### config.mk
export PLATFORM = sky130hd
export DESIGN_NAME = router_in_port
export DESIGN_NICKNAME = d
export VERILOG_FILES = /design/src/rtl/router_in_port_pkg.sv /design/src/rtl/router_in_port_fifo.sv /design/src/rtl/router_in_port.sv
export SDC_FILE = /design/constraint.sdc
export NUM_CORES = 1
export LEC_CHECK = 0
export BUFFER_PORTS_ARGS = -buffer_cell sky130_fd_sc_hd__buf_2
export CORE_MARGIN = 3
export CORE_UTILIZATION = 45
export DETAILED_ROUTE_END_ITERATION = 8
export GPL_TIMING_DRIVEN = 0
export PLACE_DENSITY = 0.67
export SYNTH_ARGS = -nofsm -noshare
export SYNTH_HDL_FRONTEND = slang
export SYNTH_SLANG_ARGS = --single-unit
### constraint.sdc
create_clock -name clock -period 3.2 [get_ports clock]
set_clock_uncertainty 0.2 [all_clocks]
set_input_delay 0.32 -clock clock [delete_from_list [all_inputs] [get_ports clock]]
set_output_delay 0.32 -clock clock [all_outputs]
set_load 0.01 [all_outputs]
### src/rtl/router_in_port_pkg.sv
// router_in_port_pkg: packet type, receive-FSM states and packet helpers shared by the
// router input port and its packet FIFO.
package router_in_port_pkg;

    // Bytes per serial packet: one header byte {src,dest} followed by three data bytes.
    localparam int PKT_BYTES = 4;

    typedef logic [1:0] byte_idx_t;

    // Index of the final data byte; the packet is complete when this byte is sampled.
    localparam byte_idx_t LAST_IDX = byte_idx_t'(PKT_BYTES - 1);

    typedef struct packed {
        logic [3:0]  src;
        logic [3:0]  dest;
        logic [23:0] data;
    } pkt_t;

    typedef enum logic [1:0] {
        RX_IDLE = 2'd0,
        RX_RECV = 2'd1,
        RX_DROP = 2'd2
    } rx_state_t;

    // Build a packet from the header byte and the three assembled data bytes.
    function automatic pkt_t make_pkt(input logic [7:0] hdr, input logic [23:0] data);
        pkt_t p;
        p.src  = hdr[7:4];
        p.dest = hdr[3:0];
        p.data = data;
        return p;
    endfunction

endpackage

### src/rtl/router_in_port_fifo.sv
// pkt_fifo: whole-packet FIFO for the router input port. Registered storage, combinational
// head read. Push and pop on the same edge are both honoured. Pointers wrap modulo DEPTH
// (DEPTH must be a power of two).
module pkt_fifo
    import router_in_port_pkg::*;
#(
    parameter int  DEPTH = 4,
    parameter type T     = pkt_t
) (
    input  logic                  clock_i,
    input  logic                  reset_i,
    input  logic                  push_i,
    input  T                      push_data_i,
    input  logic                  pop_i,
    output T                      head_o,
    output logic                  full_o,
    output logic                  empty_o,
    output logic [$clog2(DEPTH):0] count_o
);

    localparam int AW = $clog2(DEPTH);
    localparam logic [AW:0] DEPTH_CNT = (AW + 1)'(DEPTH);

    T              mem_q [DEPTH];
    logic [AW-1:0] wr_ptr_q;
    logic [AW-1:0] rd_ptr_q;
    logic [AW:0]   count_q;
    logic [AW:0]   count_d;
    logic          do_push;
    logic          do_pop;

    assign full_o  = (count_q == DEPTH_CNT);
    assign empty_o = (count_q == '0);
    assign count_o = count_q;

    assign do_push = push_i & ~full_o;
    assign do_pop  = pop_i & ~empty_o;

    // Occupancy next-state: simultaneous push and pop leave the count unchanged.
    always_comb begin
        // NOTE: every signal driven here gets a default first so no path leaves it unassigned
        // (otherwise synthesis infers a latch).
        count_d = count_q;
        unique case ({do_push, do_pop})
            2'b10:   count_d = count_q + 1'b1;
            2'b01:   count_d = count_q - 1'b1;
            default: count_d = count_q;
        endcase
    end

    // Pointer and occupancy registers.
    always_ff @(posedge clock_i) begin
        // NOTE: sequential state uses non-blocking assignments so every register samples
        // pre-edge values regardless of block ordering.
        if (reset_i) begin
            wr_ptr_q <= '0;
            rd_ptr_q <= '0;
            count_q  <= '0;
        end else begin
            if (do_push) wr_ptr_q <= wr_ptr_q + 1'b1;
            if (do_pop)  rd_ptr_q <= rd_ptr_q + 1'b1;
            count_q <= count_d;
        end
    end

    // Packet storage.
    always_ff @(posedge clock_i) begin
        // NOTE: storage is deliberately not reset; the pointers define which entries are
        // live, and the head read below is forced to zero while empty.
        if (do_push) mem_q[wr_ptr_q] <= push_data_i;
    end

    // Head read: zero while empty so stale or uninitialised entries never reach the port.
    always_comb begin
        head_o = '0;
        if (!empty_o) head_o = mem_q[rd_ptr_q];
    end

endmodule

### src/rtl/router_in_port.sv
// router_in_port: router-side receive port for one node link. Reassembles the 4-byte
// put/payload stream into packets, buffers whole packets in pkt_fifo and offers the head
// packet to the switch over out_valid/out_ready.
// Optional statistics (pkt_count, drop_count) are built when ROUTER_IN_STATS_EN is defined.
module router_in_port
    import router_in_port_pkg::*;
#(
    parameter int DEPTH = 4,
    parameter int CNT_W = 16
) (
    input  logic             clock,
    input  logic             reset,
    input  logic             put_inbound,
    input  logic [7:0]       payload_inbound,
    output logic             free_inbound,
    output logic [31:0]      out_pkt,
    output logic             out_valid,
    input  logic             out_ready,
    output logic             err_abort
`ifdef ROUTER_IN_STATS_EN
    ,
    output logic [CNT_W-1:0] pkt_count,
    output logic [CNT_W-1:0] drop_count
`endif
);

    localparam int CW = $clog2(DEPTH) + 1;
    localparam logic [CW-1:0] DEPTH_CNT = CW'(DEPTH);

    // Reject unusable configurations at elaboration time.
    if (DEPTH < 2 || (DEPTH & (DEPTH - 1)) != 0 || CNT_W < 1) begin : g_bad_param
        $error("router_in_port: DEPTH must be a power of two >= 2 and CNT_W >= 1");
    end

    rx_state_t     state_q;
    byte_idx_t     idx_q;
    logic [7:0]    hdr_q;
    logic [15:0]   data_hi_q;
    logic          err_abort_q;

    pkt_t          fifo_head;
    pkt_t          push_pkt;
    logic          fifo_full;
    logic          fifo_empty;
    logic [CW-1:0] fifo_count;
    logic          push;
    logic          pop;

    logic          recv_last;
    logic          abort_evt;
    logic          drop_entry;

    // A new packet may start only from IDLE with room for a whole packet. The count is the
    // registered one, so a pop on this edge re-opens the port only from the next cycle.
    assign free_inbound = ~reset & (state_q == RX_IDLE) & (fifo_count < DEPTH_CNT);

    assign recv_last  = (state_q == RX_RECV) & put_inbound & (idx_q == LAST_IDX);
    assign abort_evt  = (state_q == RX_RECV) & ~put_inbound;
    assign drop_entry = (state_q == RX_IDLE) & put_inbound & ~free_inbound;

    // The last byte goes straight into the FIFO alongside the registered header and upper
    // data bytes. A packet only starts with room available, so full never blocks here; the
    // guard just keeps the FIFO safe.
    assign push_pkt = make_pkt(hdr_q, {data_hi_q, payload_inbound});
    assign push     = recv_last & ~fifo_full;
    assign pop      = out_ready;

    // Receive FSM: frames header and data bytes, flags aborted packets, skips overruns.
    always_ff @(posedge clock) begin
        if (reset) begin
            state_q     <= RX_IDLE;
            idx_q       <= '0;
            hdr_q       <= '0;
            data_hi_q   <= '0;
            err_abort_q <= 1'b0;
        end else begin
            err_abort_q <= 1'b0;
            unique case (state_q)
                RX_IDLE: begin
                    if (put_inbound) begin
                        if (free_inbound) begin
                            hdr_q   <= payload_inbound;
                            idx_q   <= 2'd1;
                            state_q <= RX_RECV;
                        end else begin
                            state_q <= RX_DROP;
                        end
                    end
                end
                RX_RECV: begin
                    if (put_inbound) begin
                        case (idx_q)
                            2'd1:    data_hi_q[15:8] <= payload_inbound;
                            2'd2:    data_hi_q[7:0]  <= payload_inbound;
                            default: ;
                        endcase
                        if (recv_last) begin
                            state_q <= RX_IDLE;
                        end else begin
                            idx_q <= idx_q + 2'd1;
                        end
                    end else begin
                        err_abort_q <= 1'b1;
                        state_q     <= RX_IDLE;
                    end
                end
                RX_DROP: begin
                    if (!put_inbound) state_q <= RX_IDLE;
                end
                default: state_q <= RX_IDLE;
            endcase
        end
    end

    pkt_fifo #(
        .DEPTH (DEPTH),
        .T     (pkt_t)
    ) u_fifo (
        .clock_i     (clock),
        .reset_i     (reset),
        .push_i      (push),
        .push_data_i (push_pkt),
        .pop_i       (pop),
        .head_o      (fifo_head),
        .full_o      (fifo_full),
        .empty_o     (fifo_empty),
        .count_o     (fifo_count)
    );

    assign out_pkt   = fifo_head;
    assign out_valid = ~fifo_empty;
    assign err_abort = err_abort_q;

`ifdef ROUTER_IN_STATS_EN
    logic [CNT_W-1:0] pkt_cnt_q;
    logic [CNT_W-1:0] pkt_cnt_d;
    logic [CNT_W-1:0] drop_cnt_q;
    logic [CNT_W-1:0] drop_cnt_d;

    // Saturating counters: packets enqueued, and packets aborted or skipped while full.
    always_comb begin
        pkt_cnt_d  = pkt_cnt_q;
        drop_cnt_d = drop_cnt_q;
        if (push && (pkt_cnt_q != '1)) pkt_cnt_d = pkt_cnt_q + 1'b1;
        if ((abort_evt || drop_entry) && (drop_cnt_q != '1)) drop_cnt_d = drop_cnt_q + 1'b1;
    end

    // Statistics registers.
    always_ff @(posedge clock) begin
        if (reset) begin
            pkt_cnt_q  <= '0;
            drop_cnt_q <= '0;
        end else begin
            pkt_cnt_q  <= pkt_cnt_d;
            drop_cnt_q <= drop_cnt_d;
        end
    end

    assign pkt_count  = pkt_cnt_q;
    assign drop_count = drop_cnt_q;
`endif

endmodule
==> results of run 1 <==
power by group:
group          internal, mW  switching [mW]
Sequential             2.31         0.00970
Clock                  1.39           0.830
Combinational        0.0237          0.0448
Total                  3.73           0.885
path summary, 6_finish.rpt:
check,startpoint,endpoint,cells past startpoint
worst max-delay path,u_fifo.count_o[2]$_SDFFE_PP0P_,out_pkt[25],5
worst min-delay path,payload_inbound[2],u_fifo.mem_q[1][2]$_DFFE_PP_,1
worst max register to register,idx_q[0]$_SDFFE_PP0P_,u_fifo.count_o[2]$_SDFFE_PP0P_,10
worst min register to register,data_hi_q[5]$_SDFFE_PP0P_,data_hi_q[5]$_SDFFE_PP0P_,2
Yosys cell counts (all sizes together):
cell type	n
nor4bb	1
fa	1
nor2b	33
or3	2
nand4b	4
ha	8
mux2	2
nor3	3
nand2	33
o21ai	10
mux4	32
edfxtp	128
mux2i	1
o31ai	2
xor2	3
nand2b	2
a31oi	1
inv	10
nand3	8
a21oi	28
nor2	9
buf	14
and2	4
dfxtp	38
clkbuf	8
nor4b	1
and4b	2
nor3b	2
or3b	1
or2	1
o21a	1
kinds of logic (layout without fill, tap and decap cells):
kind of cell,count (synthesis),count (layout),synth area share
XOR/XNOR,3,3,0.00405
adder cells (fa/ha/maj),9,9,0.0185
flip-flops,166,166,0.710
AND/OR/NAND/NOR,106,106,0.0906
multiplexers,35,35,0.116
buffers and inverters,32,116,0.0249
AO/OA/AOI/OAI,42,42,0.0361
what timing repair did:
item                       CTS  global route
setup endpoints to repair    0             0
hold endpoints to repair     8             0
hold buffers                 2             0
final cells by class:
class / count / share of cell area
buffer: 22 / 0.0161
clock buffer: 17 / 0.0551
clock inverter: 15 / 0.0295
inverter: 10 / 0.00486
multi-input combinational: 195 / 0.224
sequential: 166 / 0.597
tap: 180 / 0.0292
timing repair buffer: 52 / 0.0448
flip-flops by register name, indices dropped and copies added (netlist names), named ones only:
signal,flops
err_abort,1
data_hi_q,16
state_q,2
hdr_q,8
idx_q,2
u_fifo.count_o,3
u_fifo.rd_ptr_q,2
u_fifo.wr_ptr_q,2
u_fifo.mem_q,128
per-stage QoR:
step | hold slack [ns] | area (µm²) | instances | utilization | power [mW]
floorplan | 0.219 | 6490 | 393 | - | 2.40
CTS | 0.000434 | 7720 | 657 | 0.552 | 4.64
global route | 0.00599 | 7720 | 657 | 0.552 | 4.75
finish | 0.0230 | 7720 | 657 | 0.552 | 4.61
detailed placement | 0.286 | 7040 | 623 | 0.503 | 2.43
global placement | 0.270 | 6940 | 619 | 0.496 | 2.43
critical path, cell delays in order, from the launching register on:
cell and delay, ns:
dfxtp_1 0.30, buf_2 0.17, nor3_2 0.44, clkbuf_1 0.55, nor2b_1 0.15, buf_2 0.18
cell usage in the layout (no fill, tap or decap), types with 3 or more instances in the layout:
master and count:
inv_1 10, and2_2 4, buf_2 55, bufinv_16 5, dfxtp_1 38, xor2_1 3
clkbuf_1 8, nor2b_1 33, mux4_2 32, nor2_1 9, clkinv_4 3, nand4b_1 4
ha_1 8, edfxtp_1 128, a21oi_1 28, clkinvlp_4 4, o21ai_0 10, clkbuf_16 17
nand3_1 8, nand2_1 33, buf_6 4
layer usage:
metal  share of wire  vias to the layer above
li1                -                     1629
met1            0.43                     1775
met2            0.52                       76
met3           0.047                        9
met4          0.0081                        0
met5               0                        -
==> flow_metrics.py, run 1 <==
metrics = {
    "status": {
        "status": "complete, no violations",
    },
    "clocking": {
        "cts_setup_buffers": 0,
        "postCtsResizedCells": 0,
        "cts_buffers": 17,
        "htree_levels": 4,
        "cts_sinks": 166,
        "clk_pin_slew_ns": 0.06,
        "cts-root-buf": "clkbuf_16",
        "tritoncts": "yes",
        "clockBufferDepth": 2,
        "insertion_delay_ns": 0.42,
    },
    "global_routing": {
        "track_usage": 0.169,
        "grt_antenna_before_repair": 0,
        "grt_pass1_vias": 3644,
        "grt_util_met3": 0.0475,
        "grt_start_max_net_pins": 27,
        "met1_usage": 0.218,
        "top_usage_layer": "met2",
        "overflow": 0,
        "use_met2": 0.280,
        "grt_pass1_wl_mm": 20.0,
    },
    "final_layout": {
        "num_antenna_cells": 0,
        "finalNetCount": 485,
        "drive_above_1_share": 0.289,
        "regArea_um2": 4600,
        "area_growth_pct": 18.9,
        "fillerInstances": 1140,
        "multi_input_area_um2": 1730,
    },
    "sta": {
        "fin_tns_setup_ns": 0,
        "worstMarginPinSlew_ns": 0.628,
        "fin_crit_ns": 2.74,
        "timing.final.crit_share": 0.855,
        "layout_setup_ws_ns": 0.464,
        "grt_setup_unrepaired": "false",
        "hold_viol": 0,
        "relSlewSlack": 0.581,
        "slew_violations": 0,
        "setup_viol": 0,
        "max_freq_mhz": 365,
    },
    "setup_path": {
        "reg2reg_slack_ns": 0.78,
        "start_kind": "flop",
        "crit_required_ns": 2.68,
        "cp.arrival_ns": 2.22,
        "path_max_fanout": 10,
        "worst_setup_path_end_kind": "primary output",
        "crit_type": "reg2out",
    },
    "floorplan": {
        "pin_count": 47,
        "fp-row-count": 43,
        "initial_core_util": 0.464,
        "coreArea_um2": 14000,
        "dieArea_um2": 15900,
        "die_x_um": 126,
        "die_h_um": 126,
    },
    "place": {
        "pre_cts_ws_ns": 0.810,
        "place_congestion": 0.723,
        "post-dp-hpwl_mm": 8.08,
        "port_buffers": 46,
    },
    "routing": {
        "wl_per_cell_um": 19.1,
        "drt_iter0_markers": 286,
        "via_per_inst": 5.31,
        "routed_wirelength_mm": 12.6,
        "via_count": 3489,
        "ant_nets": 0,
        "drt_pass1_iterations": 4,
        "drc_errors": 0,
    },
    "synthesis": {
        "yosysTopAreaCellShare": 0.592,
        "synth_top_area_cell": "edfxtp_1",
        "synth_cell_types": 34,
        "synthCells": 393,
        "synth_area_um2": 6490,
        "synth_area_per_cell_um2": 16.5,
        "ys_warn_count": 0,
        "ys_seq_area_frac": 0.710,
        "ys_top_cells_by_area": "edfxtp_1, dfxtp_1, mux4_2, nor2b_1, a21oi_1",
        "synthesis.nets": 414,
        "ys_ff_latch": 166,
    },
    "pwr": {
        "p_per_area_nw_per_um2": 597,
        "total_leakage_power_nw": 2.63,
        "peakVddDrop_uv": 389,
    },
    "job": {
        "maxCapViolations": 0,
    },
    "min_path": {
        "min-delay-path-class": "in2reg",
    },
}
No activity file was read; power rests on OpenSTA's default activity.
==> run 2, diff against run 1 <==
CORE_UTILIZATION = 59   (was 45)
PLACE_DENSITY = 0.83   (was 0.67)
==> run 2 against run 1 <==
Effect of this change: clock power down 6%; routed wire length increased by 0.46%; final cell count decreased by 5.9%; sequential power barely moved; cell area decreased by 1.4%; first-iteration DRC count is 20% lower; register-to-register slack worse by 0.07 ns; sequential share of layout area is 0.83 points higher; non-clock buffer count rose by 5; count of clock-buffer cells in the layout up 6; core utilization up 17 points; die area down 23%; critical path type unchanged; largest cell class unchanged; largest power group unchanged; highest routed layer unchanged.
==> flow_metrics.py, run 2 (same netlist as run 1, synthesis figures left out) <==
metrics = {
    "setup_path": {
        "reg2reg_depth": 4,
        "worst_setup_path_end_kind": "primary output",
        "start_kind": "flop",
        "path_max_fanout": 10,
        "reg2reg_slack_ns": 0.71,
        "timing.rr.end": "u_fifo.mem_q[0][13]$_DFFE_PP_",
        "crit_type": "reg2out",
        "cp.arrival_ns": 2.32,
        "crit_required_ns": 2.68,
        "reg2reg_from": "idx_q[0]$_SDFFE_PP0P_",
    },
    "sta": {
        "fin_crit_ns": 2.84,
        "timing.final.crit_share": 0.889,
        "relSlewSlack": 0.382,
        "setup_viol": 0,
        "worstMarginPinSlew_ns": 0.927,
        "fin_tns_setup_ns": 0,
        "grt_setup_unrepaired": "false",
        "slew_violations": 0,
        "max_freq_mhz": 352,
        "hold_viol": 0,
    },
    "pwr": {
        "swShare": 0.188,
        "clkPwrFrac": 0.466,
        "power_switching_uw": 842,
        "total_leakage_power_nw": 2.62,
        "combPwrFrac": 0.017,
        "p_per_area_nw_per_um2": 590,
        "internal_power_mw": 3.65,
        "total_power_mw": 4.49,
        "seqPwrFrac": 0.517,
        "peakVddDrop_uv": 299,
    },
    "final_layout": {
        "finalNetCount": 490,
        "final_area_um2": 7610,
        "largest-register": "u_fifo.mem_q",
        "post-route-util": 0.724,
        "num_antenna_cells": 0,
        "drive_above_1_share": 0.272,
        "largest_reg_flops": 128,
        "fillerInstances": 650,
        "final_cell_mix": "edfxtp_1, buf_2, dfxtp_1",
        "layout_commonest_cell": "edfxtp_1",
        "area_growth_pct": 17.3,
        "final_cells": 618,
        "largestRegisters": "u_fifo.mem_q (128), data_hi_q (16), hdr_q (8)",
    },
    "clocking": {
        "tritoncts": "yes",
        "cts-root-buf": "clkbuf_8",
        "cts_setup_buffers": 0,
        "cts_sinks": 166,
        "clk_pin_slew_ns": 0.07,
        "clockBufferDepth": 2,
        "cts_buffers": 17,
        "insertion_delay_ns": 0.53,
        "htree_levels": 4,
    },
    "routing": {
        "ant_nets": 0,
        "highest_layer": "met4",
        "via_per_inst": 5.81,
        "drc_errors": 0,
        "drt_pass1_iterations": 4,
        "wl_met3_um": 811,
        "routed_wirelength_mm": 12.6,
        "drt_iter0_markers": 229,
        "wl_per_cell_um": 20.4,
        "via_count": 3592,
        "met1Wirelength_mm": 5.11,
        "dr_wl_met2_mm": 6.50,
    },
    "min_path": {
        "min-delay-path-class": "reg2reg",
        "holdPathStages": 0,
        "hp-start": "data_hi_q[2]$_SDFFE_PP0P_",
        "whs_endpoint": "u_fifo.mem_q[0][10]$_DFFE_PP_",
    },
    "job": {
        "maxCapViolations": 0,
    },
    "global_routing": {
        "grt_pass1_wl_mm": 20.4,
        "grt_pass1_vias": 3800,
        "grt_start_max_net_pins": 33,
        "grt_antenna_before_repair": 0,
        "track_usage": 0.222,
        "overflow": 0,
    },
    "place": {
        "post-dp-hpwl_mm": 7.50,
        "port_buffers": 46,
        "dp_cells": 575,
        "place_congestion": 0.769,
        "dpl-instance-area_um2": 6890,
    },
    "floorplan": {
        "pin_count": 47,
        "fp-row-count": 37,
        "coreArea_um2": 10500,
        "initial_core_util": 0.617,
        "die_h_um": 111,
        "die_x_um": 111,
        "dieArea_um2": 12300,
    },
    "status": {
        "status": "complete, no violations",
    },
}
[run 2: cell types whose count changed in the layout (fill, tap and decap cells not counted), sizes merged]
cell / change
inv: -2
clkinv: -1
clkinvlp: -2
bufinv: -1
dlygate4sd3: +9
buf: -4
clkbuf: +6
[run 2: worst max path at each step]
stage,slack [ns],end,cells past startpoint,from
finish,0.36,out_pkt[25],5,u_fifo.count_o[2]$_SDFFE_PP0P_
global route,0.21,out_pkt[25],5,u_fifo.count_o[2]$_SDFFE_PP0P_
CTS,0.36,out_pkt[19],5,u_fifo.count_o[2]$_SDFFE_PP0P_
detailed placement,0.68,u_fifo.mem_q[2][10]$_DFFE_PP_,4,idx_q[0]$_SDFFE_PP0P_
global placement,0.13,u_fifo.mem_q[1][9]$_DFFE_PP_,4,idx_q[0]$_SDFFE_PP0P_
floorplan,0.82,u_fifo.mem_q[0][0]$_DFFE_PP_,4,idx_q[0]$_SDFFE_PP0P_
[run 2: power groups by stage]
stage	Combinational [mW]	Clock (mW)	Sequential, mW
5_1_grt	0.0848	2.19	2.32
2_1_floorplan	0.0335	0	2.37
3_5_place_dp	0.0659	0	2.37
4_1_cts	0.0764	2.11	2.32
6_report	0.0765	2.09	2.32
3_3_place_gp	0.0623	0	2.37
[run 2: timing repair]
item | 4_1_cts | 5_1_grt
endpoints found under the hold margin | 61 | 0
gates resized for setup | 0 | 0
hold buffers | 11 | 0
[run 2: per-stage QoR]
stage | hold WS (ns) | setup WS (ns)
after floorplan | 0.219 | 0.816
after global placement | 0.265 | 0.129
after detailed placement | 0.286 | 0.685
after CTS | 0.298 | 0.356
after global routing | 0.316 | 0.207
final | 0.299 | 0.356
[run 2: final cells by class]
class                      instances  area (µm²)  share of cell area
clock inverter                     9         150              0.0197
buffer                            22         124              0.0163
inverter                          10        37.5             0.00493
clock buffer                      23         457              0.0600
sequential                       166        4600               0.605
multi-input combinational        195        1730               0.227
tap                              136         170              0.0224
timing repair buffer              57         340              0.0447
[run 2: metal layers]
metal | global-route usage | vias up
met5 | 0 | -
met4 | 0.106 | 0
met3 | 0.0524 | 15
met2 | 0.364 | 120
met1 | 0.280 | 1828
li1 | - | 1629
[run 2: critical path, stage by stage, from the launching register on]
cell	delay (ns)
dfxtp_1	0.30
buf_2	0.17
nor3_2	0.44
clkbuf_1	0.56
nor2b_1	0.15
buf_2	0.18
